===== src/rtl/fb_cmd_engine.sv =====
// Framebuffer command engine: decodes 32-bit receiver messages into a stream of
// single-cycle framebuffer writes (pixel, horizontal run, full clear).
module fb_cmd_engine #(
    parameter int COLS = 160,
    parameter int ROWS = 100
) (
    input  logic        clk,
    input  logic        reset_n,
    input  logic [31:0] in_data,
    input  logic        in_valid,
    output logic        in_ack,
    output logic        wen,
    output logic [14:0] waddr,
    output logic [7:0]  wdata,
    output logic        busy,
    output logic        err
);

    typedef enum logic {IDLE, WRITE} state_t;

    localparam logic [1:0] OP_PIXEL = 2'd0;
    localparam logic [1:0] OP_RUN   = 2'd1;
    localparam logic [1:0] OP_CLEAR = 2'd2;
    localparam logic [1:0] OP_RSVD  = 2'd3;

    localparam logic [7:0] COL_LAST = 8'(COLS - 1);
    localparam logic [6:0] ROW_LAST = 7'(ROWS - 1);

    state_t      state_q, state_d;
    logic [6:0]  cnt_q, cnt_d;
    logic        clear_q, clear_d;
    logic        wen_q, wen_d;
    logic [14:0] waddr_q, waddr_d;
    logic [7:0]  wdata_q, wdata_d;
    logic        err_q, err_d;

    logic [1:0]  op;
    logic [6:0]  cur_row, nxt_row;
    logic [7:0]  cur_col, nxt_col;
    logic        last_write;

    assign op = in_data[31:30];

    always_comb begin
        cur_row = waddr_q[14:8];
        cur_col = waddr_q[7:0];
        // Out-of-range columns (RUN starting past the edge) wrap like the last column.
        if (cur_col >= COL_LAST) begin
            nxt_col = '0;
            nxt_row = (cur_row >= ROW_LAST) ? '0 : cur_row + 7'd1;
        end else begin
            nxt_col = cur_col + 8'd1;
            nxt_row = cur_row;
        end
        last_write = clear_q ? ((cur_row == ROW_LAST) && (cur_col == COL_LAST))
                             : (cnt_q == '0);
    end

    always_comb begin
        state_d = state_q;
        cnt_d   = cnt_q;
        clear_d = clear_q;
        wen_d   = 1'b0;
        waddr_d = waddr_q;
        wdata_d = wdata_q;
        err_d   = 1'b0;
        case (state_q)
            IDLE: begin
                if (in_valid) begin
                    if (op == OP_RSVD) begin
                        err_d = 1'b1;
                    end else begin
                        state_d = WRITE;
                        wen_d   = 1'b1;
                        wdata_d = in_data[7:0];
                        clear_d = (op == OP_CLEAR);
                        cnt_d   = (op == OP_RUN) ? in_data[29:23] : 7'd0;
                        waddr_d = (op == OP_CLEAR) ? 15'd0 : in_data[22:8];
                    end
                end
            end
            WRITE: begin
                if (last_write) begin
                    state_d = IDLE;
                end else begin
                    wen_d   = 1'b1;
                    waddr_d = {nxt_row, nxt_col};
                    cnt_d   = cnt_q - 7'd1;
                end
            end
            default: state_d = IDLE;
        endcase
    end

    always_ff @(posedge clk or negedge reset_n) begin
        if (!reset_n) begin
            state_q <= IDLE;
            cnt_q   <= '0;
            clear_q <= 1'b0;
            wen_q   <= 1'b0;
            waddr_q <= '0;
            wdata_q <= '0;
            err_q   <= 1'b0;
        end else begin
            state_q <= state_d;
            cnt_q   <= cnt_d;
            clear_q <= clear_d;
            wen_q   <= wen_d;
            waddr_q <= waddr_d;
            wdata_q <= wdata_d;
            err_q   <= err_d;
        end
    end

    assign in_ack = (state_q == IDLE) && reset_n;
    assign busy   = (state_q != IDLE);
    assign wen    = wen_q;
    assign waddr  = waddr_q;
    assign wdata  = wdata_q;
    assign err    = err_q;

    logic unused_pixel_op;
    assign unused_pixel_op = (op == OP_PIXEL);

endmodule


===== config.mk =====
export PLATFORM = sky130hd
export DESIGN_NAME = fb_cmd_engine
export DESIGN_NICKNAME = d
export VERILOG_FILES = /design/src/rtl/fb_cmd_engine.sv
export SDC_FILE = /design/constraint.sdc
export NUM_CORES = 1
export LEC_CHECK = 0
export BUFFER_PORTS_ARGS = -buffer_cell sky130_fd_sc_hd__clkbuf_2
export CAP_MARGIN = 20
export CORE_UTILIZATION = 30
export DETAILED_ROUTE_END_ITERATION = 8
export REMOVE_ABC_BUFFERS = 1
export SYNTH_ARGS = -nofsm -noshare
export SYNTH_HDL_FRONTEND = slang
export SYNTH_SLANG_ARGS = --single-unit
export TNS_END_PERCENT = 5

===== constraint.sdc =====
create_clock -name clk -period 1.72 [get_ports clk]
set_input_delay 0.516 -clock clk [delete_from_list [all_inputs] [get_ports clk]]
set_output_delay 0.516 -clock clk [all_outputs]
set_load 0.01 [all_outputs]

Word-level counts from Yosys, hierarchy flattened --
Index checks and enable logic that the tools add are counted.
Storage, ports and cells: register bits 33, input bits 35, output and inout bits 27, word-level logic and storage cells 50
Operators by class: add/subtract/negate cells 3, magnitude comparators 2, equal/unequal tests 9, multiplexer cells 21, bitwise logic cells 2, reductions and logical operators 6
Operators with widths (count):
- two-way mux 15 bit | 4
- two-way mux 7 bit | 6
- case mux 15 bit (2 select lines) | 1
- case mux 7 bit (2 select lines) | 1
- adder 8 x 1 -> 8 bit, second input constant | 1
- == test 8 bit, second input constant | 1
- >= comparator 8 bit, second input constant | 1
- two-way mux 8 bit | 1
- adder 7 x 1 -> 7 bit, second input constant | 1
- == test 7 bit, second input constant | 1
- >= comparator 7 bit, second input constant | 1
- logical NOT 7 bit | 1
- two-way mux 1 bit | 7
- subtractor 7 x 1 -> 7 bit, second input constant | 1
- != test 2 bit, second input constant | 3
- AND reduction 3 bit | 2
- == test 2 bit, second input constant | 2
- AND reduction 4 bit | 1
- == test 2 x 1 -> 1 bit, second input constant | 1
- logical AND 1 bit | 2
- != test 2 x 1 -> 1 bit, second input constant | 1
- NOT 1 bit | 2
- case mux 1 bit (2 select lines) | 1

Depth between registers and ports, before layout --
Gate-level depths: netlist (run 1).
word-level depth 5, gate-level depth with buffers 8, mapped depth without buffers 7

Least setup slack after synthesis (run 1) --
Ideal clock, no wire load.
path kind register to register, from register waddr_q[0], in the netlist waddr[0], to register waddr_q[8], in the netlist waddr[8], data arrival time 1.741 ns, path slack -0.145 ns, stages on the path, launching flop included 7, clock period less this slack 1.865 ns, cell sequence dfrtp_1 > ha_1 > and4_4 > o311a_1 > a21oi_2 > nor2_2 > mux2_2
Between the ends: longest elaborated chain between the ends 5, elaborated cells on any way between the ends 7, those cells by class order compare (1); eq/ne (3); mux (1); reduce/logical (2)
RTL lines:
- start: declaration | line 33 | logic [14:0] waddr_q, waddr_d;
- start signal: assignment | line 109 | waddr_q <= waddr_d;
- branches (longest 4 deep; another with >= comparator 8 bit)
- AND reduction 4 bit (no line) (*)
Mark *: on every way between the ends. A chain may end at the register's enable or synchronous reset.

Worst setup path after layout (run 1) --
from register waddr_q[1], in the netlist waddr[1], to register waddr_q[9], in the netlist waddr[9]
The elaborated chain is that of the path after synthesis.

==> results.json, run 1 <==
{
  "synth_common_cells": "dfrtp_1 (33), nand2_1 (22), o21ai_0 (19), a21oi_1 (11), inv_1 (11)",
  "leakagePower_nw": 1.29,
  "path_cells": "ha_2, and4_4, o311a_1, a21oi_2, nor2_2, mux2_2",
  "post_synth.cell_area_avg_um2": 9.70,
  "ant_nets": 0,
  "vias_per_cell": 5.08,
  "slowest_delay_ns": 0.39,
  "max_freq_mhz": 585,
  "period_share_pct": 99.4,
  "final_cells": 368,
  "gp_congestion": 0.870,
  "cp.required_ns": 1.90,
  "end_kind": "register",
  "htreeDepth": 2,
  "ioPinCount": 62,
  "diodes": 0,
  "totalWireLength_mm": 5.28,
  "rsz0062_at_grt": "true",
  "final_nets": 331,
  "r2r_cells": 6,
  "cts_buffers": 5,
  "clk_latency_ns": 0.29,
  "grt_pass1_wl_mm": 8.59,
  "synth_largest_area_cell": "dfrtp_1",
  "track_usage_pct": 17.4,
  "yosys_warnings": 0,
  "setup_violations": 0,
  "r2r_slack_ns": 0.009,
  "antenna_found_initial": 0,
  "initial_core_util_pct": 31.6,
  "drv_cap": 0,
  "synth_edf_count": 0,
  "criticalPathCategory": "reg2reg",
  "worst_slew_pin_slew_ns": 0.431,
  "drtIter0Drc": 90,
  "place_ws_ns": -0.00938,
  "powerDensity_nw_per_um2": 1840,
  "clkTransAtPathRegs_ns": 0.07,
  "cp_slowest_cell": "dfrtp_1",
  "grt_max_degree": 34,
  "avgRoutedWirePerCell_um": 14.3,
  "root_buffer": "clkbuf_8",
  "ir_worst_vdd_v": 0.000663,
  "io_buffers": 61,
  "maxSlewViolCount": 0,
  "p_total_w": 0.00488,
  "synth_top_area_share_pct": 43.7,
  "core.rowCount": 28,
  "cts_tree": "built",
  "synth_cell_types": 46,
  "synthCells": 195,
  "crit_start": "waddr[1]",
  "clock-sinks": 33,
  "grt_pass1_vias": 1809,
  "ys_seq_area_share_pct": 43.7,
  "hp-class": "in2async",
  "fin_crit_ns": 1.71,
  "status": "finished clean",
  "async_flop_share_pct": 100,
  "final_layout_size_suffix_gt1_share_pct": 45.1,
  "synth_area_um2": 1890,
  "syn_to_final_growth_pct": 40.6,
  "dieArea_um2": 6630,
  "yosysMostFrequentCell": "dfrtp_1",
  "die_y_um": 81.4,
  "final_hold_viol_count": 0,
  "reg2reg_from": "waddr[1]",
  "final_core_util_pct": 44.4,
  "fin_worst_skew_ns": 0.00814,
  "clk_path_buf_depth": 2,
  "vias": 1868,
  "route.detailed.drc": 0,
  "setup_ws_ns": 0.00949,
  "core_area_um2": 5990,
  "relSlewSlack_pct": 71.3,
  "cp.arrival_ns": 1.89,
  "fin_setup_tns_ns": 0,
  "dr.pass1.iters": 4,
  "cp-start-kind": "register",
  "die_x_um": 81.4,
  "globalRouteOverflowTotal": 0,
  "path_max_fanout": 4,
  "r2r-end": "waddr[9]",
  "dp.cells": 358,
  "dp_hpwl_mm": 3.99,
  "crit_end": "waddr[9]",
  "synth-main-ff-cell": "dfrtp_1",
  "synth_seq_cells": 33,
  "ys_top_cells_by_area": "dfrtp_1 (44%), mux2_2 (6.0%), o21ai_0 (5.0%), nand2_1 (4.4%), a32oi_1 (3.7%)"
}
area by class of cell:
class                           count  area [µm²]
Inverter                           12        47.5
Multi-Input combinational cell    144        1040
Fill cell                         600        3330
Tap cell                           75        93.8
Sequential cell                    33         826
Clock buffer                        8        80.1
Timing Repair Buffer               96         576
flip-flops by register name, indices dropped and copies added (netlist names):
register	flops
waddr	15
wdata	8
cnt_q	7
clear_q	1
err	1
wen	1
power by group:
group	total (W)	leakage (nW)	switching (W)	internal, W
clock network	0.000581	0.0395	0.000293	0.000288
logic	0.00294	0.840	0.00155	0.00139
registers	0.00137	0.408	0.000232	0.00113
total	0.00488	1.29	0.00207	0.00281
what timing repair did:
action                     in CTS  in global routing
setup endpoints to repair       4                 30
pin swaps                       1                  7
buffers inserted                2                  0
hold buffers                    0                  0
gates resized for setup         2                 12
gates cloned                    0                  0
worst max-delay path: cells and delay by family (launching register included):
family	cells	cell delay, ns
adders and majority gates	1	0.19
DFF	1	0.39
AOI/OAI and AO/OA	2	0.50
muxes	1	0.27
and+or+nand+nor	2	0.25
layer usage:
metal | up-vias | routed length, µm | track usage (%)
met5 | - | 0 | 0
met4 | 0 | 76 | 6.25
met3 | 8 | 300 | 3.78
met2 | 58 | 2510 | 28.9
met1 | 880 | 2390 | 22.0
li1 | 922 | - | -
cell usage in the layout (no fill, tap or decap), types with 2 or more instances in the layout:
| master | instances |
|---|---|
| a32oi_1 | 8 |
| dfrtp_1 | 33 |
| a21oi_1 | 11 |
| o21a_1 | 2 |
| nand2_1 | 21 |
| inv_1 | 11 |
| clkbuf_8 | 5 |
| a21oi_2 | 2 |
| o21ai_1 | 2 |
| mux2_2 | 10 |
| a221oi_1 | 2 |
| o31ai_1 | 4 |
| a22o_1 | 4 |
| o31ai_2 | 4 |
| clkbuf_1 | 3 |
| a2bb2oi_1 | 2 |
| nor3_1 | 6 |
| ha_1 | 3 |
| and3_1 | 5 |
| nand3_1 | 6 |
| nor2_1 | 10 |
| clkbuf_2 | 61 |
| buf_4 | 33 |
| buf_6 | 2 |
| o21ai_0 | 18 |
logic make-up after synthesis:
group | count (synthesis) | synth area share (%)
fa+ha+maj | 4 | 2.65
buf+inv | 18 | 4.30
compound gates | 70 | 26.7
simple gates | 60 | 16.7
flops | 33 | 43.7
mux | 10 | 5.95
per-stage QoR:
step	instance area [µm²]	hold WS [ns]
detailed placement	2500	0.494
CTS	2600	0.336
global placement	2500	0.490
floorplan	1860	0.220
finish	2660	0.314
global route	2660	0.363
how the worst min path moves through the flow:
stage           endpoint     start  depth (start not counted)  slack (ns)
3_3_place_gp    wdata[7]  wdata[7]                          1        0.49
6_report       waddr[13]   reset_n                          2        0.31
4_1_cts        waddr[12]   reset_n                          2        0.34
2_1_floorplan    clear_q   reset_n                          0        0.22
5_1_grt        waddr[12]   reset_n                          2        0.36
3_5_place_dp    wdata[4]  wdata[4]                          1        0.49
(Power assumes the default switching activity.)
==> inputs of run 2 (changes only) <==
--- a/config.mk
+++ b/config.mk
@@ -6,7 +6,7 @@
 export NUM_CORES = 1
 export LEC_CHECK = 0
 export BUFFER_PORTS_ARGS = -buffer_cell sky130_fd_sc_hd__clkbuf_2
-export CAP_MARGIN = 20
+export CORE_MARGIN = 2
 export CORE_UTILIZATION = 30
 export DETAILED_ROUTE_END_ITERATION = 8
 export REMOVE_ABC_BUFFERS = 1
==> results.json, run 2 (synthesis results as in run 1) <==
{
  "status": "finished with violations",
  "violations": "setup timing",
  "die_x_um": 83.4,
  "sw_frac_of_total_pct": 42.0,
  "clk_path_buf_depth": 2,
  "period_share_pct": 101,
  "cts_hold_buffers": 0,
  "drv_cap": 0,
  "die_y_um": 83.4,
  "totalWireLength_mm": 5.29,
  "dr.pass1.iters": 4,
  "worst_slew_pin_slew_ns": 0.448,
  "route.detailed.drc": 0,
  "clk_latency_ns": 0.29,
  "regArea_um2": 826,
  "final_nets": 331,
  "leakagePower_nw": 1.30,
  "slowest_delay_ns": 0.40,
  "dp_hpwl_mm": 3.95,
  "gp_congestion": 0.926,
  "cp.arrival_ns": 1.90,
  "fin_crit_ns": 1.73,
  "final_layout_size_suffix_gt1_share_pct": 44.5,
  "diodes": 0,
  "final_common_cell": "clkbuf_2",
  "critical-path-top-delay-family": "compound AO/OA/AOI/OAI gates",
  "p_seq_share_pct": 27.8,
  "cp.required_ns": 1.89,
  "final_cells": 367,
  "relSlewSlack_pct": 70.1,
  "path_cells": "ha_2, and4_4, o311a_1, a21oi_2, nor2_2, mux2_2",
  "grt_pass1_vias": 1859,
  "final_hold_viol_count": 0,
  "max_freq_mhz": 577,
  "fillCellCount": 581,
  "path_max_fanout": 4,
  "ioPinCount": 62,
  "grt_max_degree": 34,
  "most-common-layout-cells": "clkbuf_2 (61), buf_4 (34), dfrtp_1 (33)",
  "clock-sinks": 33,
  "setup_violations": 2,
  "maxSlewViolCount": 0,
  "cts_tree": "built",
  "fin_worst_skew_ns": 0.00782,
  "vias_per_cell": 5.08,
  "initial_core_util_pct": 31.6,
  "multi_input_area_um2": 1030,
  "avgRoutedWirePerCell_um": 14.4,
  "core.rowCount": 28,
  "ant_nets": 0,
  "holdWs_ns": 0.314,
  "end_kind": "register",
  "crit_buf_inv": 0,
  "power_frac_clock_pct": 12.4,
  "ir_worst_vdd_v": 0.000888,
  "drtIter0Drc": 106,
  "antenna_found_initial": 0,
  "cp-start-kind": "register",
  "grt_pass1_wl_mm": 8.58,
  "dieArea_um2": 6960,
  "globalRouteOverflowTotal": 0,
  "setup_ws_ns": -0.0120,
  "track_usage_pct": 15.1,
  "io_buffers": 61,
  "syn_to_final_growth_pct": 41.0,
  "p_sw_w": 0.00207,
  "htreeDepth": 2,
  "intPower_w": 0.00285,
  "largest_reg_flops": 15,
  "hp-class": "in2async",
  "rsz0062_at_grt": "true",
  "criticalPathCategory": "reg2reg",
  "core_area_um2": 5990,
  "cts_buffers": 5,
  "final_core_util_pct": 44.5,
  "clkTransAtPathRegs_ns": 0.07,
  "pwr-share-comb_pct": 59.8,
  "powerDensity_nw_per_um2": 1840,
  "vias": 1864,
  "dp.cells": 359,
  "root_buffer": "clkbuf_8",
  "cp_slowest_cell": "dfrtp_1"
}
-- run 2: worst reg2reg max path, delay by kind of cell, from the launching register on --
kind | cells | cell delay [ns]
AND/OR/NAND/NOR | 2 | 0.25
multiplexers | 1 | 0.27
AO/OA/AOI/OAI | 2 | 0.51
adder cells (fa/ha/maj) | 1 | 0.18
flip-flops | 1 | 0.40
-- run 2: cell type report --
cell class / count / area share (%)
tap: 75 / 3.52
inverter: 12 / 1.78
multi-input combinational: 144 / 38.7
clock buffer: 7 / 3.24
timing repair buffer: 96 / 21.8
sequential: 33 / 31.0
-- run 2: through the flow --
step                power, W  setup slack [ns]  TNS, ns  instance area, µm²
floorplan            0.00293            -0.290    -4.73                1860
global placement     0.00414            0.0483        0                2520
detailed placement   0.00419           -0.0257  -0.0398                2520
CTS                  0.00482           -0.0123  -0.0123                2610
global route         0.00532           -0.0711   -0.857                2670
finish               0.00491           -0.0120  -0.0134                2670
-- run 2: power by group through the flow --
stage / clock network [W] / registers, W / logic (W)
after CTS: 0.000625 / 0.00137 / 0.00283
after global placement: 0 / 0.00136 / 0.00278
after detailed placement: 0 / 0.00138 / 0.00281
final: 0.000608 / 0.00137 / 0.00294
after floorplan: 0 / 0.00161 / 0.00132
after global routing: 0.000667 / 0.00142 / 0.00323
-- run 2: final timing paths --
| kind | endpoint | cells past startpoint | start | slack, ns |
|---|---|---|---|---|
| setup reg to reg | waddr[9] | 6 | waddr[0] | -0.01 |
| hold / removal | waddr[12] | 2 | reset_n | 0.31 |
| max in group asynchronous | wdata[2] | 2 | reset_n | 1.07 |
| hold reg to reg | wdata[2] | 1 | wdata[2] | 0.51 |
| min in group clk | wdata[1] | 2 | in_data[1] | 0.46 |
| setup / recovery | waddr[9] | 6 | waddr[0] | -0.01 |
-- run 2: what timing repair did --
action	CTS	global route
setup buffers	0	1
setup endpoints to repair	4	22
resized for setup	2	9
pin swaps	0	7
-- run 2: layer usage --
metal  wire, µm  global-route usage (%)
met1       2340                    19.1
met2       2620                    25.7
met3        241                    3.48
met4         82                    4.55
met5          0                       0
==> inputs of run 3 (changes only) <==
--- a/config.mk
+++ b/config.mk
@@ -6,6 +6,7 @@
 export NUM_CORES = 1
 export LEC_CHECK = 0
 export BUFFER_PORTS_ARGS = -buffer_cell sky130_fd_sc_hd__clkbuf_2
+export CORE_ASPECT_RATIO = 1.4
 export CORE_MARGIN = 2
 export CORE_UTILIZATION = 30
 export DETAILED_ROUTE_END_ITERATION = 8
==> results.json, run 3 (synthesis results as in run 1) <==
{
  "status": "finished clean",
  "diodes": 0,
  "grt_pass1_wl_mm": 8.58,
  "cts_tree": "built",
  "final_cells": 365,
  "criticalPathCategory": "reg2reg",
  "drtIter0Drc": 117,
  "leakagePower_nw": 1.31,
  "root_buffer": "clkbuf_8",
  "ioPinCount": 62,
  "totalWireLength_mm": 5.28,
  "drv_cap": 0,
  "period_share_pct": 99.5,
  "clkTransAtPathRegs_ns": 0.07,
  "clock-sinks": 33,
  "core_area_um2": 6170,
  "worst_slew_pin_slew_ns": 0.441,
  "largest_reg_flops": 15,
  "ir_worst_vdd_v": 0.000584,
  "dp_hpwl_mm": 4.05,
  "vias_per_cell": 5.16,
  "io_buffers": 61,
  "ant_nets": 0,
  "dr.pass1.iters": 4,
  "reg2reg_from": "waddr[0]",
  "fin_setup_tns_ns": 0,
  "track_usage_pct": 15.4,
  "rsz0062_at_grt": "true",
  "die_x_um": 71.1,
  "multi_input_area_um2": 1030,
  "fin_worst_skew_ns": 0.00665,
  "path_max_fanout": 4,
  "clk_path_buf_depth": 2,
  "gp_congestion": 0.806,
  "regArea_um2": 827,
  "fin_crit_ns": 1.71,
  "core.rowCount": 34,
  "cp-start-kind": "register",
  "setup_violations": 0,
  "cp.arrival_ns": 1.88,
  "final_layout_size_suffix_gt1_share_pct": 45.7,
  "dp.cells": 356,
  "vias": 1885,
  "place_area_um2": 2530,
  "htreeDepth": 2,
  "avgRoutedWirePerCell_um": 14.5,
  "powerDensity_nw_per_um2": 1840,
  "final_nets": 332,
  "final_hold_viol_count": 0,
  "maxSlewViolCount": 0,
  "cts_buffers": 5,
  "dieArea_um2": 6970,
  "most-common-layout-cells": "clkbuf_2 (60), buf_4 (33), dfrtp_1 (32)",
  "r2r_cells": 6,
  "antenna_found_initial": 0,
  "syn_to_final_growth_pct": 42.0,
  "hp-class": "in2async",
  "grt_max_degree": 34,
  "r2r_slack_ns": 0.008,
  "relSlewSlack_pct": 70.6,
  "final_common_cell": "clkbuf_2",
  "globalRouteOverflowTotal": 0,
  "holdWs_ns": 0.303,
  "route.detailed.drc": 0,
  "grt_pass1_vias": 1881,
  "finalInstanceArea_um2": 2690,
  "die_y_um": 98.0,
  "p_total_w": 0.00496,
  "end_kind": "register",
  "clk_latency_ns": 0.28,
  "r2r-end": "waddr[8]",
  "cp.required_ns": 1.89,
  "max_freq_mhz": 584,
  "initial_core_util_pct": 30.7,
  "fillCellCount": 639
}
-- run 3: changes by cell type in the layout (fill, tap and decap cells not counted), sizes merged --
cell and change:
clkbuf -1, buf +2
-- run 3: layout make-up --
class / count / area share, %
Inverter: 12 / 1.77
Multi-Input combinational cell: 144 / 38.4
Tap cell: 72 / 3.35
Timing Repair Buffer: 97 / 22.5
Sequential cell: 33 / 30.8
Clock buffer: 7 / 3.21
-- run 3: per-layer routing --
layer	global-route usage, %	vias up	routed length [µm]
met2	27.6	44	2920
met5	0	-	0
met4	5.08	0	74
met3	2.68	7	188
li1	-	923	-
met1	18.3	911	2100
-- run 3: report_power, final --
group	leakage (nW)	internal [W]	switching [W]
Combinational	0.854	0.00144	0.00153
Clock	0.0443	0.000318	0.000290
Sequential	0.408	0.00114	0.000241
-- run 3: worst max-delay path, cell delays in order, from the launching register on --
cell     delay (ns)
dfrtp_1        0.39
ha_2           0.21
and4_4         0.17
o311a_1        0.30
a21oi_2        0.17
nor2_2         0.09
mux2_2         0.28
-- run 3: metrics by stage --
| step | utilization [%] | worst slack, ns |
|---|---|---|
| finish | 43.5 | 0.00836 |
| global route | 43.5 | -0.0614 |
| global placement | 41.0 | 0.0109 |
| CTS | 42.6 | -0.0148 |
| floorplan | - | -0.290 |
| detailed placement | 41.0 | -0.0420 |
-- run 3: worst max-delay path by stage --
| stage | startpoint | endpoint | slack (ns) | depth (start not counted) |
|---|---|---|---|---|
| finish | waddr[0] | waddr[8] | 0.008 | 6 |
| global route | cnt_q[5] | cnt_q[6] | -0.06 | 6 |
| CTS | waddr[1] | cnt_q[6] | -0.01 | 7 |
| detailed placement | waddr[0] | waddr[6] | -0.04 | 6 |
| global placement | waddr[0] | waddr[9] | 0.01 | 6 |
| floorplan | wen | waddr[14] | -0.29 | 5 |
-- run 3: timing repair --
item | 4_1_cts | 5_1_grt
setup buffers | 0 | 2
endpoints found under the hold margin | 0 | 0
hold buffers | 0 | 0
resized for setup | 2 | 16
endpoints found under the setup margin | 8 | 22
pin swaps | 2 | 5
